--- src/rtl/rim_bfs_param_if.sv ---
// Maze-in / path-out bundle for the parametrised rat-in-maze solver.
// The master drives maze rows. The slave returns path cells and the fail pulse.
interface rim_bfs_param_if #(
  parameter int N = 8
);
  localparam int RW = $clog2(N);

  logic          in_valid;
  logic [N-1:0]  maze;
  logic          out_valid;
  logic [RW-1:0] out_row;
  logic [RW-1:0] out_col;
  logic          out_fail;

  modport master (
    output in_valid, maze,
    input  out_valid, out_row, out_col, out_fail
  );

  modport slave (
    input  in_valid, maze,
    output out_valid, out_row, out_col, out_fail
  );
endinterface

--- src/rtl/rim_bfs_param.sv ---
// Shortest-path rat-in-maze solver for an NxN grid.
// It floods distances outward from the goal, one wave per cycle, then walks back from the start.
module rim_bfs_param #(
  parameter int N = 8
) (
  input  logic            clk,
  input  logic            rst_n,
  rim_bfs_param_if.slave  bus
);
  localparam int RW   = $clog2(N);
  localparam int DW   = $clog2(N * N);
  localparam int NC   = N * N;
  localparam int GOAL = NC - 1;
  localparam logic [RW-1:0] LAST = RW'(N - 1);

  typedef enum logic [2:0] {IDLE, LOAD, FLOOD, WALK, FAIL} state_t;

  state_t        state_q, state_d;
  logic [RW-1:0] row_q, row_d;
  logic [DW-1:0] wave_q, wave_d;
  logic [NC-1:0] open_q, open_d;
  logic [NC-1:0] vis_q, vis_d;
  logic [DW-1:0] dist_q [NC];
  logic [DW-1:0] dist_d [NC];
  logic [RW-1:0] cur_row_q, cur_row_d;
  logic [RW-1:0] cur_col_q, cur_col_d;
  logic          out_valid_q, out_valid_d;
  logic          out_fail_q, out_fail_d;
  logic [RW-1:0] out_row_q, out_row_d;
  logic [RW-1:0] out_col_q, out_col_d;

  // Frontier = cells labelled on the previous wave; shifts deliver it to the 4 neighbours.
  logic [NC-1:0] front, col_first, col_last, mark;

  for (genvar gi = 0; gi < NC; gi++) begin : g_cell
    assign front[gi]     = vis_q[gi] && (dist_q[gi] == wave_q);
    assign col_first[gi] = ((gi % N) == 0);
    assign col_last[gi]  = ((gi % N) == N - 1);
  end

  assign mark = open_q & ~vis_q &
                ((front << N) | (front >> N) |
                 ((front << 1) & ~col_first) | ((front >> 1) & ~col_last));

  // Neighbour indices are clamped to the current cell at the border, so they are always in range.
  logic [DW-1:0] cur_idx, dn_idx, rt_idx, up_idx, lf_idx, dm1;
  logic          dn_ok, rt_ok, up_ok, lf_ok;

  assign cur_idx = DW'(int'(cur_row_q) * N + int'(cur_col_q));
  assign dn_idx  = (cur_row_q != LAST) ? DW'(int'(cur_idx) + N) : cur_idx;
  assign up_idx  = (cur_row_q != '0)   ? DW'(int'(cur_idx) - N) : cur_idx;
  assign rt_idx  = (cur_col_q != LAST) ? DW'(int'(cur_idx) + 1) : cur_idx;
  assign lf_idx  = (cur_col_q != '0)   ? DW'(int'(cur_idx) - 1) : cur_idx;
  assign dm1     = dist_q[cur_idx] - DW'(1);

  assign dn_ok = (cur_row_q != LAST) && vis_q[dn_idx] && (dist_q[dn_idx] == dm1);
  assign rt_ok = (cur_col_q != LAST) && vis_q[rt_idx] && (dist_q[rt_idx] == dm1);
  assign up_ok = (cur_row_q != '0)   && vis_q[up_idx] && (dist_q[up_idx] == dm1);
  assign lf_ok = (cur_col_q != '0)   && vis_q[lf_idx] && (dist_q[lf_idx] == dm1);

  always_comb begin
    state_d     = state_q;
    row_d       = row_q;
    wave_d      = wave_q;
    open_d      = open_q;
    vis_d       = vis_q;
    dist_d      = dist_q;
    cur_row_d   = cur_row_q;
    cur_col_d   = cur_col_q;
    out_valid_d = 1'b0;
    out_fail_d  = 1'b0;
    out_row_d   = '0;
    out_col_d   = '0;

    case (state_q)
      IDLE: begin
        if (bus.in_valid) begin
          for (int c = 0; c < N; c++) begin
            open_d[DW'(c)] = bus.maze[RW'(N - 1 - c)];
          end
          vis_d   = '0;
          row_d   = RW'(1);
          state_d = LOAD;
        end
      end
      LOAD: begin
        if (!bus.in_valid) begin
          state_d = IDLE;
        end else begin
          for (int c = 0; c < N; c++) begin
            open_d[DW'(int'(row_q) * N + c)] = bus.maze[RW'(N - 1 - c)];
          end
          if (row_q == LAST) begin
            vis_d[GOAL]  = 1'b1;
            dist_d[GOAL] = '0;
            wave_d       = '0;
            // Row 0 is already stored; the goal bit arrives on this row as maze[0].
            state_d      = (!open_q[0] || !bus.maze[0]) ? FAIL : FLOOD;
          end else begin
            row_d = row_q + RW'(1);
          end
        end
      end
      FLOOD: begin
        for (int j = 0; j < NC; j++) begin
          if (mark[DW'(j)]) begin
            vis_d[DW'(j)]  = 1'b1;
            dist_d[DW'(j)] = wave_q + DW'(1);
          end
        end
        if (mark == '0) begin
          state_d = FAIL;
        end else if (mark[0]) begin
          state_d   = WALK;
          cur_row_d = '0;
          cur_col_d = '0;
        end else begin
          wave_d = wave_q + DW'(1);
        end
      end
      WALK: begin
        out_valid_d = 1'b1;
        out_row_d   = cur_row_q;
        out_col_d   = cur_col_q;
        if (cur_row_q == LAST && cur_col_q == LAST) begin
          state_d = IDLE;
        end else if (dn_ok) begin
          cur_row_d = cur_row_q + RW'(1);
        end else if (rt_ok) begin
          cur_col_d = cur_col_q + RW'(1);
        end else if (up_ok) begin
          cur_row_d = cur_row_q - RW'(1);
        end else if (lf_ok) begin
          cur_col_d = cur_col_q - RW'(1);
        end
      end
      FAIL: state_d = IDLE;
      default: state_d = IDLE;
    endcase

    out_fail_d = (state_d == FAIL);
  end

  always_ff @(posedge clk or negedge rst_n) begin
    if (!rst_n) begin
      state_q     <= IDLE;
      row_q       <= '0;
      wave_q      <= '0;
      open_q      <= '0;
      vis_q       <= '0;
      dist_q      <= '{default: '0};
      cur_row_q   <= '0;
      cur_col_q   <= '0;
      out_valid_q <= 1'b0;
      out_fail_q  <= 1'b0;
      out_row_q   <= '0;
      out_col_q   <= '0;
    end else begin
      state_q     <= state_d;
      row_q       <= row_d;
      wave_q      <= wave_d;
      open_q      <= open_d;
      vis_q       <= vis_d;
      dist_q      <= dist_d;
      cur_row_q   <= cur_row_d;
      cur_col_q   <= cur_col_d;
      out_valid_q <= out_valid_d;
      out_fail_q  <= out_fail_d;
      out_row_q   <= out_row_d;
      out_col_q   <= out_col_d;
    end
  end

  assign bus.out_valid = out_valid_q;
  assign bus.out_fail  = out_fail_q;
  assign bus.out_row   = out_row_q;
  assign bus.out_col   = out_col_q;
endmodule

--- src/flat_wrapper.sv ---
// flat-port wrapper written by rule: the top's interface ports become plain ports
module rim_bfs_param_flat 
#(
  parameter int N = 8
)
  (clk, rst_n, bus_in_valid, bus_maze, bus_out_valid, bus_out_row, bus_out_col, bus_out_fail);
  rim_bfs_param_if #(.N(N)) bus_i ();
  input  logic clk;
  input  logic rst_n;
  input wire logic [$bits(bus_i.in_valid)-1:0] bus_in_valid;
  input wire logic [$bits(bus_i.maze)-1:0] bus_maze;
  output wire logic [$bits(bus_i.out_valid)-1:0] bus_out_valid;
  output wire logic [$bits(bus_i.out_row)-1:0] bus_out_row;
  output wire logic [$bits(bus_i.out_col)-1:0] bus_out_col;
  output wire logic [$bits(bus_i.out_fail)-1:0] bus_out_fail;
  assign bus_i.in_valid = bus_in_valid;
  assign bus_i.maze = bus_maze;
  assign bus_out_valid = bus_i.out_valid;
  assign bus_out_row = bus_i.out_row;
  assign bus_out_col = bus_i.out_col;
  assign bus_out_fail = bus_i.out_fail;
  rim_bfs_param #(.N(N)) u_core (.clk(clk), .rst_n(rst_n), .bus(bus_i));
endmodule
--- config.mk ---
export PLATFORM = sky130hd
export DESIGN_NAME = rim_bfs_param_flat
export DESIGN_NICKNAME = d
export VERILOG_FILES = /design/src/rtl/rim_bfs_param_if.sv /design/src/rtl/rim_bfs_param.sv /design/src/flat_wrapper.sv
export SDC_FILE = /design/constraint.sdc
export NUM_CORES = 1
export LEC_CHECK = 0
export BUFFER_PORTS_ARGS = -buffer_cell sky130_fd_sc_hd__clkbuf_2
export CAP_MARGIN = 40
export CORE_MARGIN = 2
export CORE_UTILIZATION = 59
export CTS_CLUSTER_DIAMETER = 40
export DETAILED_ROUTE_END_ITERATION = 7
export GPL_TIMING_DRIVEN = 0
export PLACE_DENSITY = 0.83
export SLEW_MARGIN = 20
export SYNTH_ARGS = -nofsm -noshare
export SYNTH_HDL_FRONTEND = slang
export SYNTH_SLANG_ARGS = --single-unit
export TNS_END_PERCENT = 100
--- constraint.sdc ---
create_clock -name clk -period 4.4 [get_ports clk]
set_input_delay 0.66 -clock clk [delete_from_list [all_inputs] [get_ports clk]]
set_output_delay 0.66 -clock clk [all_outputs]
set_load 0.05 [all_outputs]
==> qor.yml, run 1 <==
sta:
  slew_headroom: 0.3487
  tns_ns: -0.2522
  layout_min_cycle_time_ns: 4.552
  maxSlewViolCount: 0
  fmax_mhz: 219.7
  setup_slack_ns: -0.1519
  tightest_slew_ns: 0.9750
  post-route-period-util: 1.035
  rsz0062_at_grt: "true"
  finalSetupViolCount: 3
  fin_skew_ns: 0.01545
  hold_viol: 0
critical_path:
  path_depth: 20
  critPathLaunchType: "register"
  crit_family: "simple AND/OR/NAND/NOR gates"
  cp_slowest_cell: "or4b_4"
  regToRegSetupSlack_ns: -0.15
  crit_required_ns: 4.72
  arrival_ns: 4.88
  crit_buf_inv: 5
  cp_slowest_stage_delay_ns: 0.49
  criticalPathCategory: "register to register"
  end_kind: "register"
  crit_path_max_fanout: 6
  cp-endpoint: "u_core.cur_col_q[2]"
  r2r-end: "u_core.cur_col_q[2]"
  ff2ff_path_depth: 20
  worstPathCellList: "buf_6 -> buf_12 -> clkbuf_2 -> and2_4 -> a2bb2oi_1 -> or4b_4 -> nand2_4 -> inv_1 -> ha_2 -> inv_2 -> nor3_4 -> and3_4 -> o311ai_4 -> nand2b_4 -> nor4b_4 -> fa_2 -> nand3_1 -> nor2_1 -> a2111o_1 -> or3b_1"
  r2r_start: "u_core.cur_col_q[0]"
  critical_path.startpoint: "u_core.cur_col_q[0]"
logic_synthesis:
  yosys.area.top_type: "dfrtp_1"
  syn_inst: 1329
  yosysUniqueCellTypes: 96
  synth_warnings: 0
  synthFlopType: "dfrtp_1"
  synth_area_sq_um: 13050
  ys_ff_latch: 163
  yosysSeqAreaShare: 0.3126
  async_reset_ff_frac: 1.000
  synth_nets: 1355
  syn_area_per_cell_sq_um: 9.819
  synth_enable_flop_cells: 0
  synth_area_leaders: "dfrtp_1, mux4_2, mux2_2"
  synth_top_area_frac: 0.3126
cells_and_area:
  fin_cells: 1718
  finish.instance_area_sq_um: 15280
  drive_above_1_share: 0.2962
  fin_nets: 1451
  antenna_cells: 0
  area_delta_synth_final_pct: 17.08
run_status:
  status: "finished with violations"
  violations: "setup timing"
job:
  drv_cap: 0
place:
  io_buffer_count: 14
  placed_cell_area_sq_um: 13620
  pre_cts_slack_ns: -0.9818
  place_inst: 1633
  hpwlAfterDp_mm: 39.03
  gp_congestion: 1.075
power:
  leakage_uw: 0.006336
  p_total_uw: 3969
  vdd_drop_max_mv: 0.3051
  pwr_density_cell_nw_per_um2: 259.7
cts:
  cts.sinks: 163
  ctsHtreeMaxLevel: 4
  cts_buffer_depth: 2
  cts_tree: "done"
  clk_latency_ns: 0.45
  cts_hold_buf: 0
  clk_pin_slew_ns: 0.08
  clock-root-buffer: "clkbuf_16"
  numCtsBuffers: 17
grt:
  grt_pass1_vias: 12210
  grt_remaining_overflow: 0
  track_usage: 0.4619
  grt_max_degree: 93
  grt_antenna_before_repair: 1
  grt_pass1_wl_mm: 78.99
drt:
  via_per_inst: 7.261
  wl_mm: 53.94
  drc_errors: 0
  vias: 12480
  antenna_left: 0
  first_pass_iters: 8
  routedWlPerCell_um: 31.40
  initialDrtViolationCount: 1631
floorplan:
  die_y_um: 152.7
  die_w_um: 152.7
  ios: 19
  start_util: 0.5998
  placementRows: 54
  core-area_sq_um: 21760
  die_area_sq_um: 23320
worst_hold_path:
  hold_path.class: "primary input to async pin"
## area by class of cell
type	count	area [sq um]
multi-input cells	1040	8788
fillers	1604	6477
flip-flops and latches	163	4079
plain buffers	93	669.4
repair buffers	80	663.1
clock buffers	17	425.4
well taps	280	350.3
clock inverters	15	177.7
inverters	30	125.1
## worst reg2reg max path, stage by stage (launching register included)
cell and delay [ns]:
dfrtp_1 0.40, buf_6 0.15, buf_12 0.14, clkbuf_2 0.16, and2_4 0.17, a2bb2oi_1 0.18, or4b_4 0.49, nand2_4 0.10
inv_1 0.08, ha_2 0.21, inv_2 0.08, nor3_4 0.06, and3_4 0.26, o311ai_4 0.36, nand2b_4 0.22, nor4b_4 0.05
fa_2 0.43, nand3_1 0.10, nor2_1 0.05, a2111o_1 0.37, or3b_1 0.37
## metal layers
layer | GRT usage | up-vias | wire, um | part of all wire
met4 | 0.3091 | 2 | 5052 | 0.094
met2 | 0.7002 | 999 | 23270 | 0.43
li1 | - | 5126 | - | -
met5 | 0 | - | 11 | 0.00020
met1 | 0.5764 | 6016 | 18870 | 0.35
met3 | 0.1337 | 332 | 6738 | 0.12
## placed cells by master, fill, tap and decap left out, drive strengths merged, types with 23 or more instances in the layout
| cell | count |
|---|---|
| inv | 37 |
| xor2 | 52 |
| buf | 118 |
| a21oi | 46 |
| dfrtp | 163 |
| clkbuf | 70 |
| nand4 | 23 |
| mux2i | 70 |
| nand2 | 145 |
| mux2 | 77 |
| nor2 | 70 |
| mux4 | 65 |
| xnor2 | 73 |
| o21ai | 97 |
## how the worst min path moves through the flow
stage                      startpoint                     to  slack, ns  depth (start not counted)
floorplan                       rst_n  u_core.bus.out_col[0]       0.36                          0
finish                          rst_n   u_core.bus.out_valid       0.01                          1
global placement    u_core.open_q[36]      u_core.open_q[36]       0.44                          1
detailed placement  u_core.open_q[39]      u_core.open_q[39]       0.45                          1
global route                    rst_n  u_core.bus.out_col[1]       0.02                          1
CTS                             rst_n  u_core.bus.out_col[2]       0.02                          1
## logic make-up (layout without fill, tap and decap cells)
kind of cell / count (synthesis) / count (layout) / synth area share
AOI/OAI and AO/OA: 287 / 287 / 0.1446
xor gates and xnor gates: 126 / 126 / 0.08706
adders and majority gates: 15 / 15 / 0.01496
buffers and inverters: 126 / 235 / 0.04890
DFF: 163 / 163 / 0.3126
muxes: 212 / 212 / 0.2329
and+or+nand+nor: 400 / 400 / 0.1591
## per-stage QoR
stage	hold slack (ns)	util
4_1_cts	0.01542	0.6826
5_1_grt	0.01587	0.7023
3_3_place_gp	0.4407	0.6203
3_5_place_dp	0.4483	0.6261
6_report	0.01376	0.7023
2_1_floorplan	0.3644	-
## sequential cells by signal (all words and copies together), names as in the netlist
signal and flops:
u_core.wave_q 6, u_core.state_q 3, u_core.cur_row_q 3, u_core.bus.out_row 3, u_core.bus.out_fail 1, u_core.bus.out_valid 1, u_core.row_q 3, u_core.vis_q 19
u_core.dist_q 96, u_core.cur_col_q 3, u_core.open_q 22, u_core.bus.out_col 3
## Yosys cell counts, types with 5 or more instances
| cell | number |
|---|---|
| clkbuf_1 | 36 |
| o21a_1 | 6 |
| nand3_1 | 22 |
| xor2_1 | 52 |
| nand2b_1 | 10 |
| nor4b_1 | 9 |
| buf_4 | 5 |
| mux4_2 | 63 |
| mux2i_1 | 70 |
| or2_2 | 18 |
| ha_1 | 14 |
| o211ai_1 | 19 |
| nor2_1 | 69 |
| nand2_1 | 145 |
| a21o_1 | 7 |
| buf_6 | 11 |
| nor3_1 | 15 |
| a31oi_1 | 7 |
| inv_1 | 26 |
| a21oi_1 | 45 |
| mux2_2 | 75 |
| xnor2_1 | 72 |
| and3_1 | 11 |
| o21ai_0 | 95 |
| nor2b_1 | 11 |
| a32oi_1 | 5 |
| nand4_1 | 23 |
| buf_2 | 42 |
| nand3b_1 | 5 |
| nor4_1 | 20 |
| a211oi_1 | 19 |
| a311o_1 | 5 |
| and2_1 | 9 |
| dfrtp_1 | 163 |
| o22ai_1 | 20 |
## report_power, final
part | total [uW] | internal [uW] | leakage, uW | switching, uW
clock network | 1560 | 819 | 0.000296 | 745
registers | 1650 | 1590 | 0.00222 | 68.9
logic | 751 | 270 | 0.00382 | 481
total | 3970 | 2670 | 0.00634 | 1290
## repair_timing
| action | 4_1_cts | 5_1_grt |
|---|---|---|
| setup buffers | 36 | 18 |
| pin swaps | 19 | 22 |
| gates resized for setup | 86 | 58 |
| setup endpoints to repair | 12 | 13 |
Power figures use the tool's default switching activity.
==> run 2, diff against run 1 <==
Settings changed: CORE_MARGIN 2 to 5.
==> qor.yml, run 2 (same netlist as run 1, synthesis figures left out) <==
critical_path:
  cp_slowest_stage_delay_ns: 0.49  # about the same
  crit_buf_inv: 6  # +1
  end_kind: "register"
  criticalPathCategory: "register to register"
  critPathLaunchType: "register"
  crit_required_ns: 4.72  # about the same
  cp_slowest_cell: "or4b_4"
  crit_path_max_fanout: 6  # unchanged
  worstPathCellList: "buf_8 -> buf_12 -> buf_12 -> mux2i_1 -> a2bb2oi_1 -> or4b_4 -> nand2_4 -> inv_1 -> ha_2 -> inv_2 -> nor3_4 -> buf_6 -> nor2b_4 -> nor3_2 -> or3b_4 -> nor4b_4 -> fa_2 -> nor4_2 -> a2111o_1 -> or3b_1"
  arrival_ns: 4.82  # -0.06 ns
  crit_family: "simple AND/OR/NAND/NOR gates"
  crit_top_cell: "buf_12"
cells_and_area:
  top_regs: "u_core.dist_q (96), u_core.open_q (22), u_core.vis_q (19)"
  layout_commonest_cell: "dfrtp_1"
  final_cell_mix: "dfrtp_1, nand2_1, o21ai_0, mux2_2, nor2_1"
  fin_nets: 1450  # -0.069%
  fin_cells: 1717  # -0.058%
  drive_above_1_share: 0.2971  # +0.0009020
  antenna_cells: 0  # unchanged
  regMostFlops: "u_core.dist_q"
  area_delta_synth_final_pct: 16.93
  fin_util: 0.6992  # -0.003034
  largest_reg_flops: 96  # unchanged
cts:
  clock-root-buffer: "clkbuf_16"
  ctsHtreeMaxLevel: 4  # unchanged
  cts_tree: "done"
  numCtsBuffers: 17  # unchanged
  clk_latency_ns: 0.44  # about the same
  cts_hold_buf: 0  # unchanged
  cts.sinks: 163  # unchanged
  clk_pin_slew_ns: 0.09  # about the same
  cts_buffer_depth: 2  # unchanged
sta:
  rsz0062_at_grt: "true"
  fin_skew_ns: 0.01943  # +0.003982 ns
  maxSlewViolCount: 0  # unchanged
  fmax_mhz: 222.2  # +1.2%
  finalSetupViolCount: 1  # -2
  slew_headroom: 0.4248  # +0.07614
  tightest_slew_ns: 0.8549  # -0.1201 ns
  setup_slack_ns: -0.09971  # +0.05214 ns
  post-route-period-util: 1.023  # -0.01185
  layout_min_cycle_time_ns: 4.500  # -0.05214 ns
  tns_ns: -0.09971  # +0.1525 ns
  hold_viol: 0  # unchanged
drt:
  wl_met2_mm: 22.24  # -4.4%
  via_per_inst: 7.229  # -0.44%
  first_pass_iters: 8  # unchanged
  antenna_left: 0  # unchanged
  routed.top_layer: "met4"
  wl_met3_mm: 6.745  # +0.10%
  drc_errors: 8  # +8
  routedWlPerCell_um: 30.14  # -4.0%
  wl_mm: 51.75  # -4.1%
  initialDrtViolationCount: 2004  # +23%
  m1WireLength_mm: 17.65  # -6.5%
  vias: 12410  # -0.50%
power:
  p_total_uw: 3944  # -0.61%
  vdd_drop_max_mv: 0.3264  # +7.0%
  leakage_uw: 0.006329  # -0.10%
  pwr_density_cell_nw_per_um2: 258.5  # -0.49%
run_status:
  status: "finished with violations"
  violations: "DRC, setup timing"
floorplan:
  core-area_sq_um: 21820  # +0.31%
  die_y_um: 158.7  # +3.9%
  start_util: 0.5980  # -0.001857
  die_w_um: 158.7  # +3.9%
  die_area_sq_um: 25190  # +8.0%
  placementRows: 54  # unchanged
  ios: 19  # unchanged
place:
  io_buffer_count: 14  # unchanged
  hpwlAfterDp_mm: 37.83  # -3.1%
  gp_congestion: 1.050  # -2.3%
  pre_cts_slack_ns: -1.065  # -0.08299 ns
  place_inst: 1627  # -0.37%
grt:
  grt_pass1_wl_mm: 76.44  # -3.2%
  grt_max_degree: 95  # +2.2%
  grt_pass1_vias: 12150  # -0.44%
  grt_antenna_before_repair: 0  # -1
  grt_remaining_overflow: 0  # unchanged
  track_usage: 0.3994  # -0.06254
job:
  drv_cap: 0  # unchanged
worst_hold_path:
  hold_path.class: "primary input to async pin"
run 2: cell count changes in the layout (fill, tap and decap cells not counted), sizes merged:
cell / before / now
buf: 118 / 116
clkbuf: 70 / 72
clkinv: 5 / 7
bufinv: 1 / 0
clkdlybuf4s18: 2 / 1
inv: 37 / 36
run 2: final cells by class:
| type | instances | area (sq um) |
|---|---|---|
| Inverter | 30 | 128.9 |
| Sequential cell | 163 | 4079 |
| Fill cell | 1641 | 6564 |
| Clock buffer | 17 | 425.4 |
| Multi-Input combinational cell | 1040 | 8811 |
| Timing Repair Buffer | 81 | 655.6 |
| Clock inverter | 15 | 178.9 |
| Buffer | 91 | 630.6 |
| Tap cell | 280 | 350.3 |
run 2: per-stage QoR:
step / hold WS [ns] / area, sq um
final: 0.1965 / 15260
after global routing: 0.2493 / 15260
after CTS: 0.2252 / 14890
after detailed placement: 0.4491 / 13560
after global placement: 0.4408 / 13500
after floorplan: 0.3644 / 13080
run 2: repair_timing:
item / CTS / global route
setup buffers: 38 / 19
endpoints found under the setup margin: 8 / 12
resized for setup: 103 / 42
pin swaps: 26 / 25
gates cloned: 0 / 1
run 2: path summary, 6_finish.rpt:
check | slack [ns] | depth (start not counted) | end | from
min | 0.20 | 1 | u_core.bus.out_col[1] | rst_n
max | -0.1 | 20 | u_core.cur_col_q[2] | u_core.cur_col_q[1]
min in group clk | 0.46 | 1 | u_core.open_q[62] | u_core.open_q[62]
max reg2reg | -0.1 | 20 | u_core.cur_col_q[2] | u_core.cur_col_q[1]
max in group asynchronous | 3.30 | 2 | u_core.dist_q[310] | rst_n
min reg2reg | 0.46 | 1 | u_core.open_q[62] | u_core.open_q[62]
run 2: where the power goes:
| group | internal (uW) | total, uW | switching (uW) |
|---|---|---|---|
| registers | 1590 | 1660 | 70.5 |
| logic | 267 | 740 | 472 |
| clock network | 776 | 1550 | 772 |
| total | 2630 | 3940 | 1320 |
run 2: worst register-to-register path, delay by kind of cell, from the launching register on:
kind	cells	cell delay, ns
muxes	1	0.16
DFF	1	0.41
and+or+nand+nor	9	2.00
adders and majority gates	2	0.51
buffers and inverters	6	0.73
AOI/OAI and AO/OA	2	0.58
run 2: per-layer routing:
metal | GRT usage | vias up
li1 | - | 5114
met1 | 0.4994 | 5876
met2 | 0.6040 | 1043
met3 | 0.09590 | 380
met4 | 0.2917 | 0
met5 | 0 | -
